<file path="src/rtl/cmd_assembler.sv">
`default_nettype none
// ============================================================================
// Module      : cmd_assembler
// Description : Pairs UART receiver bytes (high byte first) into 16-bit
//               commands, with inter-byte timeout and overrun reporting.
// Revision    : 1.0 - initial release
// ============================================================================
module cmd_assembler #(
  parameter int unsigned TIMEOUT_CYC = 1_000_000
) (
  input  logic        clk,
  input  logic        rst_n,
  input  logic        rx_rdy,
  input  logic [7:0]  rx_data,
  output logic        clr_rx_rdy,
  input  logic        clr_cmd_rdy,
  output logic [15:0] cmd,
  output logic        cmd_rdy,
  output logic        tmo,
  output logic        ovr
);

  localparam logic [19:0] c_tmr_last = 20'(TIMEOUT_CYC - 1);

  typedef enum logic [0:0] {
    ST_HIGH = 1'b0,
    ST_LOW  = 1'b1
  } state_t;

  state_t      r_state;
  logic [7:0]  r_hi_byte;
  logic [19:0] r_tmr;
  logic [15:0] r_cmd;
  logic        r_cmd_rdy;
  logic        r_tmo;
  logic        r_ovr;

  // The receiver drops rdy on the next edge, so a same-cycle ack is safe.
  assign clr_rx_rdy = rx_rdy;

  assign cmd     = r_cmd;
  assign cmd_rdy = r_cmd_rdy;
  assign tmo     = r_tmo;
  assign ovr     = r_ovr;

  always_ff @(posedge clk or negedge rst_n) begin
    if (!rst_n) begin
      r_state   <= ST_HIGH;
      r_hi_byte <= 8'h00;
      r_tmr     <= 20'd0;
      r_cmd     <= 16'h0000;
      r_cmd_rdy <= 1'b0;
      r_tmo     <= 1'b0;
      r_ovr     <= 1'b0;
    end else begin
      r_tmo <= 1'b0;
      r_ovr <= 1'b0;
      // A completion below overrides this clear, so a new command stays pending.
      if (clr_cmd_rdy) r_cmd_rdy <= 1'b0;

      case (r_state)
        ST_HIGH: begin
          if (rx_rdy) begin
            r_hi_byte <= rx_data;
            r_tmr     <= 20'd0;
            r_state   <= ST_LOW;
          end
        end
        ST_LOW: begin
          if (rx_rdy) begin
            r_cmd     <= {r_hi_byte, rx_data};
            r_cmd_rdy <= 1'b1;
            r_ovr     <= r_cmd_rdy;
            r_state   <= ST_HIGH;
          end else if (r_tmr == c_tmr_last) begin
            r_hi_byte <= 8'h00;
            r_tmo     <= 1'b1;
            r_state   <= ST_HIGH;
          end else begin
            r_tmr <= r_tmr + 20'd1;
          end
        end
        default: r_state <= ST_HIGH;
      endcase
    end
  end

endmodule
`default_nettype wire

</file>
<file path="config.mk">
export PLATFORM = sky130hd
export DESIGN_NAME = cmd_assembler
export DESIGN_NICKNAME = d
export VERILOG_FILES = /design/src/rtl/cmd_assembler.sv
export SDC_FILE = /design/constraint.sdc
export NUM_CORES = 1
export LEC_CHECK = 0
export ABC_CLOCK_PERIOD_IN_PS = 4100
export CAP_MARGIN = 15
export CELL_PAD_IN_SITES_DETAIL_PLACEMENT = 1
export CELL_PAD_IN_SITES_GLOBAL_PLACEMENT = 2
export CORE_UTILIZATION = 24
export DETAILED_ROUTE_END_ITERATION = 8
export PLACE_DENSITY = 0.59
export SYNTH_ARGS = -nofsm -noshare
export SYNTH_HDL_FRONTEND = slang
export SYNTH_SLANG_ARGS = --single-unit
</file>
<file path="constraint.sdc">
create_clock -name clk -period 4.1 [get_ports clk]
set_input_delay 0.41 -clock clk [delete_from_list [all_inputs] [get_ports clk]]
set_output_delay 0.41 -clock clk [all_outputs]
set_load 0.05 [all_outputs]
</file>
==> results_dict.tcl, run 1 <==
set metrics [dict create \
    drtIter0Drc 72 \
    root_buffer "clkbuf_8" \
    drive_above_1_share 0.134 \
    cp-end-kind "flop" \
    drtAntennaViolNets 0 \
    place_congestion 0.701 \
    synth-seq-area-share 0.525 \
    clock_sinks 48 \
    stdcell_area_mm2 0.00282 \
    maxCapViolations 0 \
    track_usage 0.133 \
    ys_async_sr_fraction 1.00 \
    critical_path_arrival_ns 2.83 \
    setup_ws_ns 1.48 \
    clk-insertion-delay-late_ns 0.30 \
    cts_hold_buffers 0 \
    first_pass_iters 4 \
    cts_tree "built" \
    final_common_cell "dfrtp_1" \
    synth_edf_count 0 \
    drt-total-wl_um 6110 \
    cts_buffer_depth 2 \
    worstRegToRegCells 5 \
    tns_ns 0 \
    wl_per_cell_um 16.6 \
    reg2reg_to "r_tmr[12]" \
    ys_types 47 \
    peakVddDrop_uv 235 \
    cp_max_fo 16 \
    cts_inserted_buffers 5 \
    syn_area_per_cell_um2 10.9 \
    syn_inst 209 \
    slew_headroom 0.408 \
    port-buffer-count 31 \
    rsz0062_at_grt "false" \
    detailed_place.area_mm2 0.00272 \
    crit_start "r_tmr[8]" \
    core_area_mm2 0.00924 \
    crit_required_ns 4.31 \
    grt_first_pass_wirelength_um 10200 \
    ioPinCount 32 \
    skew_ns 0.00866 \
    hold_path_class "input port to async pin" \
    rows 35 \
    die_w_um 99.6 \
    die-area_mm2 0.00992 \
    min_period_ns 2.62 \
    antenna_found_initial 0 \
    start_util 0.248 \
    min_period_over_period 0.640 \
    drv_slew 0 \
    clkTransAtPathRegs_ns 0.10 \
    synth_ff_type "dfrtp_1" \
    die_h_um 99.6 \
    grt-ovfl-total 0 \
    status "complete, no violations" \
    crit_path_start_kind "flop" \
    synth_warnings 0 \
    diodes 0 \
    worst_pin_slew_ns 0.888 \
    postCtsSetupBuffers 0 \
    nets 252 \
    hpwl_um 4050 \
    grt_max_degree 49 \
    grt_pass1_vias 1895 \
    drc 0 \
    cp-endpoint "r_tmr[12]" \
    reg2reg_from "r_tmr[8]" \
    total_leakage_power_nw 1.14 \
    max_freq_mhz 381 \
    cts.repair.resized 0 \
    p_per_area_mw_per_mm2 491 \
    place_ws_ns 1.50 \
    final_cell_mix "48 x dfrtp_1, 30 x clkdlybuf4s50_1, 17 x nand2_1" \
    htree_levels 2 \
    finalSetupViolations 0 \
    syn_nets 222 \
    syn-cell-area_mm2 0.00229 \
    vias_per_cell 4.93 \
    crit_type "flop to flop" \
    num_vias 1814 \
    r2r_setup_slack_ns 1.48 \
    areaGrowthSynthToFinish_pct 23.1 \
    hold_viol_final 0 \
    synth-seq-cells 48 \
]
==> through the flow <==
step / hold slack [ns] / utilization / instances / power, mW
final: 0.202 / 0.305 / 368 / 1.38
after global routing: 0.271 / 0.305 / 368 / 1.46
after CTS: 0.235 / 0.305 / 368 / 1.41
after detailed placement: 0.488 / 0.295 / 361 / 1.09
after global placement: 0.480 / 0.295 / 361 / 1.09
after floorplan: 0.114 / - / 209 / 0.917
==> flip-flops by register name (all words and copies together), names as in the netlist <==
name and count:
cmd_rdy 1, cmd 16, r_tmr 20, r_hi_byte 8, tmo 1, ovr 1
r_state 1
==> worst max-delay path: stages, from the launching register on <==
cell and delay, ns:
dfrtp_1 0.48, or4_1 0.50, or4_4 0.59, o21ai_4 0.40, mux2_1 0.37, a21o_1 0.18
==> worst min-delay path by stage <==
stage,slack [ns],cells past startpoint,to,from
floorplan,0.11,0,cmd[0],rst_n
global route,0.27,2,r_tmr[15],rst_n
global placement,0.48,1,r_hi_byte[0],r_hi_byte[0]
detailed placement,0.49,1,r_hi_byte[2],r_hi_byte[2]
CTS,0.24,2,r_tmr[15],rst_n
finish,0.20,2,r_tmr[9],rst_n
==> routing by layer <==
metal	wire [um]	vias up	global-route usage
met2	2780	38	0.211
met5	0	-	0
li1	-	853	-
met1	3070	921	0.185
met4	17	0	0.0238
met3	246	2	0.0344
==> cells by family after synthesis <==
logic type      count (synthesis)  synth area share
flops                          48             0.525
fa+ha+maj                       1           0.00547
mux                            19            0.0924
compound gates                 55             0.183
simple gates                   70             0.163
buf+inv                        16            0.0312
==> Yosys cell counts, types with 2 or more instances <==
cell      number  share of area
o22ai_1        3         0.0082
a31o_1         2         0.0077
dfrtp_1       48           0.53
nor2_1        11          0.018
o311ai_0       3          0.011
nor3_1         4         0.0088
mux2i_1        2         0.0088
nand2_1       17          0.028
a21oi_1        9          0.020
nand2b_1       3         0.0082
and4_1         3          0.011
nand4_1        3         0.0082
o311a_1        3          0.013
a311o_1        4          0.018
a22o_1         8          0.031
o211a_1        2         0.0088
o211ai_1       2         0.0066
nand3_1       10          0.022
mux2_2        16          0.079
or4_1          2         0.0066
and3_1         2         0.0055
o21ai_0        7          0.015
or3_1          2         0.0055
inv_1          5         0.0082
nor4_1         7          0.019
o21ai_1        2         0.0044
clkbuf_1       9          0.015
==> power breakdown <==
part | switching [mW] | internal, mW
Combinational | 0.296 | 0.170
Clock | 0.171 | 0.135
Sequential | 0.0578 | 0.553
==> area by class of cell <==
cell class | instances | area (um2)
fill | 1045 | 6420
sequential | 48 | 1200
clock inverter | 1 | 8.76
tap | 129 | 161
timing repair buffer | 34 | 328
clock buffer | 6 | 82.6
multi-input combinational | 145 | 1010
inverter | 5 | 18.8
No activity file was read; power rests on OpenSTA's default activity.
==> run 2, diff against run 1 <==
--- a/config.mk
+++ b/config.mk
@@ -5,7 +5,7 @@
 export SDC_FILE = /design/constraint.sdc
 export NUM_CORES = 1
 export LEC_CHECK = 0
-export ABC_CLOCK_PERIOD_IN_PS = 4100
+export ABC_CLOCK_PERIOD_IN_PS = 2700
 export CAP_MARGIN = 15
 export CELL_PAD_IN_SITES_DETAIL_PLACEMENT = 1
 export CELL_PAD_IN_SITES_GLOBAL_PLACEMENT = 2
==> constraint.sdc (replaced) <==
create_clock -name clk -period 2.7 [get_ports clk]
set_input_delay 0.27 -clock clk [delete_from_list [all_inputs] [get_ports clk]]
set_output_delay 0.27 -clock clk [all_outputs]
set_load 0.05 [all_outputs]
==> run 2 against run 1 <==
Design area up 2.4%. Combinational power up 57%. Via count up 0.22%. Largest cell class unchanged.
==> results_dict.tcl, run 2 (synthesized netlist as in run 1, its figures left out) <==
set metrics [dict create \
    areaGrowthSynthToFinish_pct 26.0 \
    grt-ovfl-total 0 \
    clock_sinks 48 \
    final_cell_mix "48 x dfrtp_1, 29 x clkdlybuf4s50_1, 17 x nand2_1" \
    ioPinCount 32 \
    place_congestion 0.747 \
    crit_required_ns 2.92 \
    postCtsSetupBuffers 0 \
    maxCapViolations 0 \
    regMostFlops "r_tmr" \
    drv_slew 0 \
    drt-total-wl_um 6150 \
    finalSetupViolations 0 \
    drtIter0Drc 83 \
    largest_reg_flops 20 \
    drive_above_1_share 0.163 \
    final_cells 375 \
    cts_inserted_buffers 5 \
    min_period_over_period 0.882 \
    hpwl_um 4240 \
    drtAntennaViolNets 0 \
    peakVddDrop_uv 338 \
    antenna_found_initial 0 \
    num_vias 1818 \
    r2r_setup_slack_ns 0.32 \
    tns_ns 0 \
    die-area_mm2 0.00992 \
    p_per_area_mw_per_mm2 764 \
    min_period_ns 2.38 \
    core_area_mm2 0.00924 \
    crit_path_start_kind "flop" \
    rows 35 \
    place_ws_ns 0.338 \
    start_util 0.248 \
    setup_ws_ns 0.318 \
    nets 258 \
    cts.repair.resized 0 \
    die_w_um 99.6 \
    diodes 0 \
    cts_buffer_depth 2 \
    drc 0 \
    hold_viol_final 0 \
    place_inst 367 \
    cts_hold_buffers 0 \
    critical_path_arrival_ns 2.60 \
    root_buffer "clkbuf_8" \
    cts_tree "built" \
    final_core_util 0.312 \
    grt_max_degree 49 \
    cp_max_fo 15 \
    clk-insertion-delay-late_ns 0.31 \
    cp-end-kind "flop" \
    grt_first_pass_wirelength_um 10500 \
    port-buffer-count 31 \
    rsz0062_at_grt "false" \
    grt_pass1_vias 2020 \
    final_common_cell "dfrtp_1" \
    vias_per_cell 4.85 \
    status "complete, no violations" \
    hold_path_class "input port to async pin" \
    htree_levels 2 \
    wl_per_cell_um 16.4 \
    worst_pin_slew_ns 0.642 \
    crit_type "flop to flop" \
    die_h_um 99.6 \
    max_freq_mhz 420 \
    total_leakage_power_nw 1.18 \
    clkTransAtPathRegs_ns 0.10 \
    first_pass_iters 4 \
    skew_ns 0.00612 \
    track_usage 0.135 \
    slew_headroom 0.572 \
    hold_ws_ns 0.0529 \
]
run 2: changes by cell type in the layout (fill, tap and decap cells not counted):
cell	before	now
clkbuf_8	6	5
clkinv_4	1	2
bufinv_16	0	1
buf_4	3	10
clkdlybuf4s50_1	30	29
run 2: metrics by stage:
| stage | instance area [um2] | power (mW) |
|---|---|---|
| final | 2880 | 2.20 |
| after global routing | 2880 | 2.31 |
| after CTS | 2880 | 2.25 |
| after detailed placement | 2770 | 1.67 |
| after global placement | 2770 | 1.67 |
| after floorplan | 2290 | 1.39 |
run 2: worst paths after layout:
| path | cells after the start | end | startpoint |
|---|---|---|---|
| max | 6 | r_tmr[16] | r_tmr[8] |
| min | 2 | r_tmr[19] | rst_n |
| max reg2reg | 6 | r_tmr[16] | r_tmr[8] |
| min reg2reg | 1 | r_hi_byte[4] | r_hi_byte[4] |
| max in group asynchronous | 2 | r_state | rst_n |
| min in group clk | 1 | r_hi_byte[4] | r_hi_byte[4] |
run 2: final cells by class:
type	count	area, um2
sequential	48	1200
timing repair buffer	40	370
inverter	5	18.8
multi-input combinational	145	1010
tap	129	161
clock buffer	5	68.8
fill	1038	6360
clock inverter	3	47.5
run 2: power breakdown:
| group | leakage (nW) | switching, mW | internal, mW |
|---|---|---|---|
| Sequential | 0.620 | 0.0745 | 0.840 |
| Clock | 0.0583 | 0.276 | 0.280 |
| Combinational | 0.506 | 0.463 | 0.269 |
run 2: worst max-delay path: stages, from the launching register on:
cell and delay [ns]:
dfrtp_1 0.48, or4_1 0.49, or4_4 0.59, o21ai_4 0.16
buf_4 0.22, nor3_1 0.08, a211oi_1 0.26
run 2: metal layers:
| metal | wire length [um] | share of wire | track usage |
|---|---|---|---|
| met4 | 42 | 0.0068 | 0.0351 |
| met2 | 2950 | 0.48 | 0.230 |
| met1 | 2930 | 0.48 | 0.173 |
| met3 | 230 | 0.037 | 0.0316 |
| met5 | 0 | 0 | 0 |
==> run 3, diff against run 2 <==
--- a/config.mk
+++ b/config.mk
@@ -11,7 +11,9 @@
 export CELL_PAD_IN_SITES_GLOBAL_PLACEMENT = 2
 export CORE_UTILIZATION = 24
 export DETAILED_ROUTE_END_ITERATION = 8
-export PLACE_DENSITY = 0.59
+export GPL_TIMING_DRIVEN = 0
+export PLACE_DENSITY = 0.6
+export REMOVE_ABC_BUFFERS = 1
 export SYNTH_ARGS = -nofsm -noshare
 export SYNTH_HDL_FRONTEND = slang
 export SYNTH_SLANG_ARGS = --single-unit
==> run 3 against run 2 <==
Largest power group unchanged. Global-route usage down 0.68 points. Count of clock-buffer cells in the layout up 1. Via count down 0.11%. Critical path depth down 1. Utilization down 0.27 points. Non-clock buffer count down 6. Die area unchanged. Flip-flop and latch count unchanged. Hold slack better by 0.36 ns.
==> results_dict.tcl, run 3 (synthesized netlist as in run 1, its figures left out) <==
set metrics [dict create \
    status "complete, no violations" \
    htree_levels 2 \
    drive_above_1_share 0.142 \
    grt_first_pass_wirelength_um 10000 \
    grt-ovfl-total 0 \
    reg2reg_from "r_tmr[8]" \
    track_usage 0.129 \
    setup_ws_ns 0.162 \
    crit_type "flop to flop" \
    cts_inserted_buffers 5 \
    max_freq_mhz 394 \
    drtAntennaViolNets 0 \
    place_ws_ns -0.674 \
    grt_max_degree 35 \
    skew_ns 0.00724 \
    vias_per_cell 4.92 \
    wl_per_cell_um 15.9 \
    top_layer_used "met4" \
    diodes 0 \
    wl_met2_um 2790 \
    total_leakage_power_nw 1.16 \
    p_per_area_mw_per_mm2 769 \
    hold_path_class "input port to async pin" \
    hold_viol_final 0 \
    clock_sinks 48 \
    r2r_setup_slack_ns 0.16 \
    die_w_um 99.6 \
    rsz0062_at_grt "false" \
    drtIter0Drc 74 \
    start_util 0.248 \
    final_cells 369 \
    drv_slew 0 \
    hpwl_um 3900 \
    m1WireLength_um 2920 \
    regMostFlops "r_tmr" \
    die-area_mm2 0.00992 \
    root_buffer "clkbuf_8" \
    maxCapViolations 0 \
    largest_reg_flops 20 \
    min_period_ns 2.54 \
    reg2reg_to "r_tmr[12]" \
    drc 0 \
    min_period_over_period 0.940 \
    core_area_mm2 0.00924 \
    port-buffer-count 31 \
    num_vias 1816 \
    seq_area_mm2 0.00120 \
    place_inst 359 \
    finalSetupViolations 0 \
    cp_max_fo 9 \
    place_congestion 0.701 \
    final_common_cell "dfrtp_1" \
    crit_required_ns 2.91 \
    areaGrowthSynthToFinish_pct 24.9 \
    wl_met3_um 109 \
    peakVddDrop_uv 217 \
    n_fill_cell 1057 \
    cts_tree "built" \
    antenna_found_initial 0 \
    worstRegToRegCells 5 \
    nets 252 \
    cp-end-kind "flop" \
    clk-insertion-delay-late_ns 0.31 \
    clkTransAtPathRegs_ns 0.10 \
    grt_pass1_vias 1846 \
    tns_ns 0 \
    first_pass_iters 4 \
    hold_ws_ns 0.412 \
    die_h_um 99.6 \
    final_core_util 0.309 \
    slew_headroom 0.415 \
    worst_pin_slew_ns 0.878 \
    multi_input_area_mm2 0.00102 \
    rows 35 \
    drt-total-wl_um 5880 \
    crit_path_start_kind "flop" \
    cts_buffer_depth 2 \
    ioPinCount 32 \
    final_cell_mix "48 x dfrtp_1, 29 x clkdlybuf4s50_1, 17 x nand2_1" \
    critical_path_arrival_ns 2.75 \
]
run 3: changes by cell type in the layout (fill, tap and decap cells not counted):
cell,change
clkbuf_8,+1
dlygate4sd3_1,+1
buf_12,+1
nor2_2,+1
nor2_1,-1
buf_4,-9
clkbuf_2,+1
clkinv_4,-1
run 3: layout make-up:
class,instances,area share
Clock buffer,6,0.0289
Clock inverter,2,0.0136
Timing Repair Buffer,34,0.118
Tap cell,129,0.0565
Sequential cell,48,0.420
Multi-Input combinational cell,145,0.356
Inverter,5,0.00657
run 3: worst max path at each step:
stage	slack (ns)	end	start
final	0.16	r_tmr[12]	r_tmr[8]
after global routing	0.08	r_tmr[12]	r_tmr[8]
after CTS	0.07	r_tmr[12]	r_tmr[8]
after detailed placement	-0.67	r_hi_byte[3]	rx_rdy
after global placement	-0.68	r_hi_byte[3]	rx_rdy
after floorplan	0.31	r_tmr[12]	r_tmr[15]
run 3: worst max-delay path, cell delays in order, from the launching register on:
cell	delay (ns)
dfrtp_1	0.48
or4_1	0.52
or4_4	0.60
o21ai_4	0.31
mux2_1	0.37
a21o_1	0.18
run 3: timing repair:
action / CTS / global route
buffers inserted: 0 / 1
gates cloned: 0 / 0
hold buffers: 1 / 0
endpoints found under the hold margin: 14 / 0
gates resized for setup: 2 / 2
endpoints found under the setup margin: 8 / 9
pin swaps: 0 / 1
run 3: power breakdown:
part	leakage (nW)	total [mW]	internal, mW	switching (mW)
Combinational	0.481	0.706	0.260	0.447
Clock	0.0614	0.569	0.303	0.265
Sequential	0.620	0.923	0.839	0.0837
Total	1.16	2.20	1.40	0.796
run 3: stage by stage:
stage               cell area (um2)  power [mW]
floorplan                      2230        1.38
global placement               2710        1.64
detailed placement             2720        1.65
CTS                            2850        2.24
global route                   2860        2.32
finish                         2860        2.20
run 3: routing by layer:
metal / up-vias / global-route usage
met3: 5 / 0.0246
met2: 18 / 0.212
met5: - / 0
met4: 0 / 0.0305
met1: 938 / 0.174
li1: 855 / -
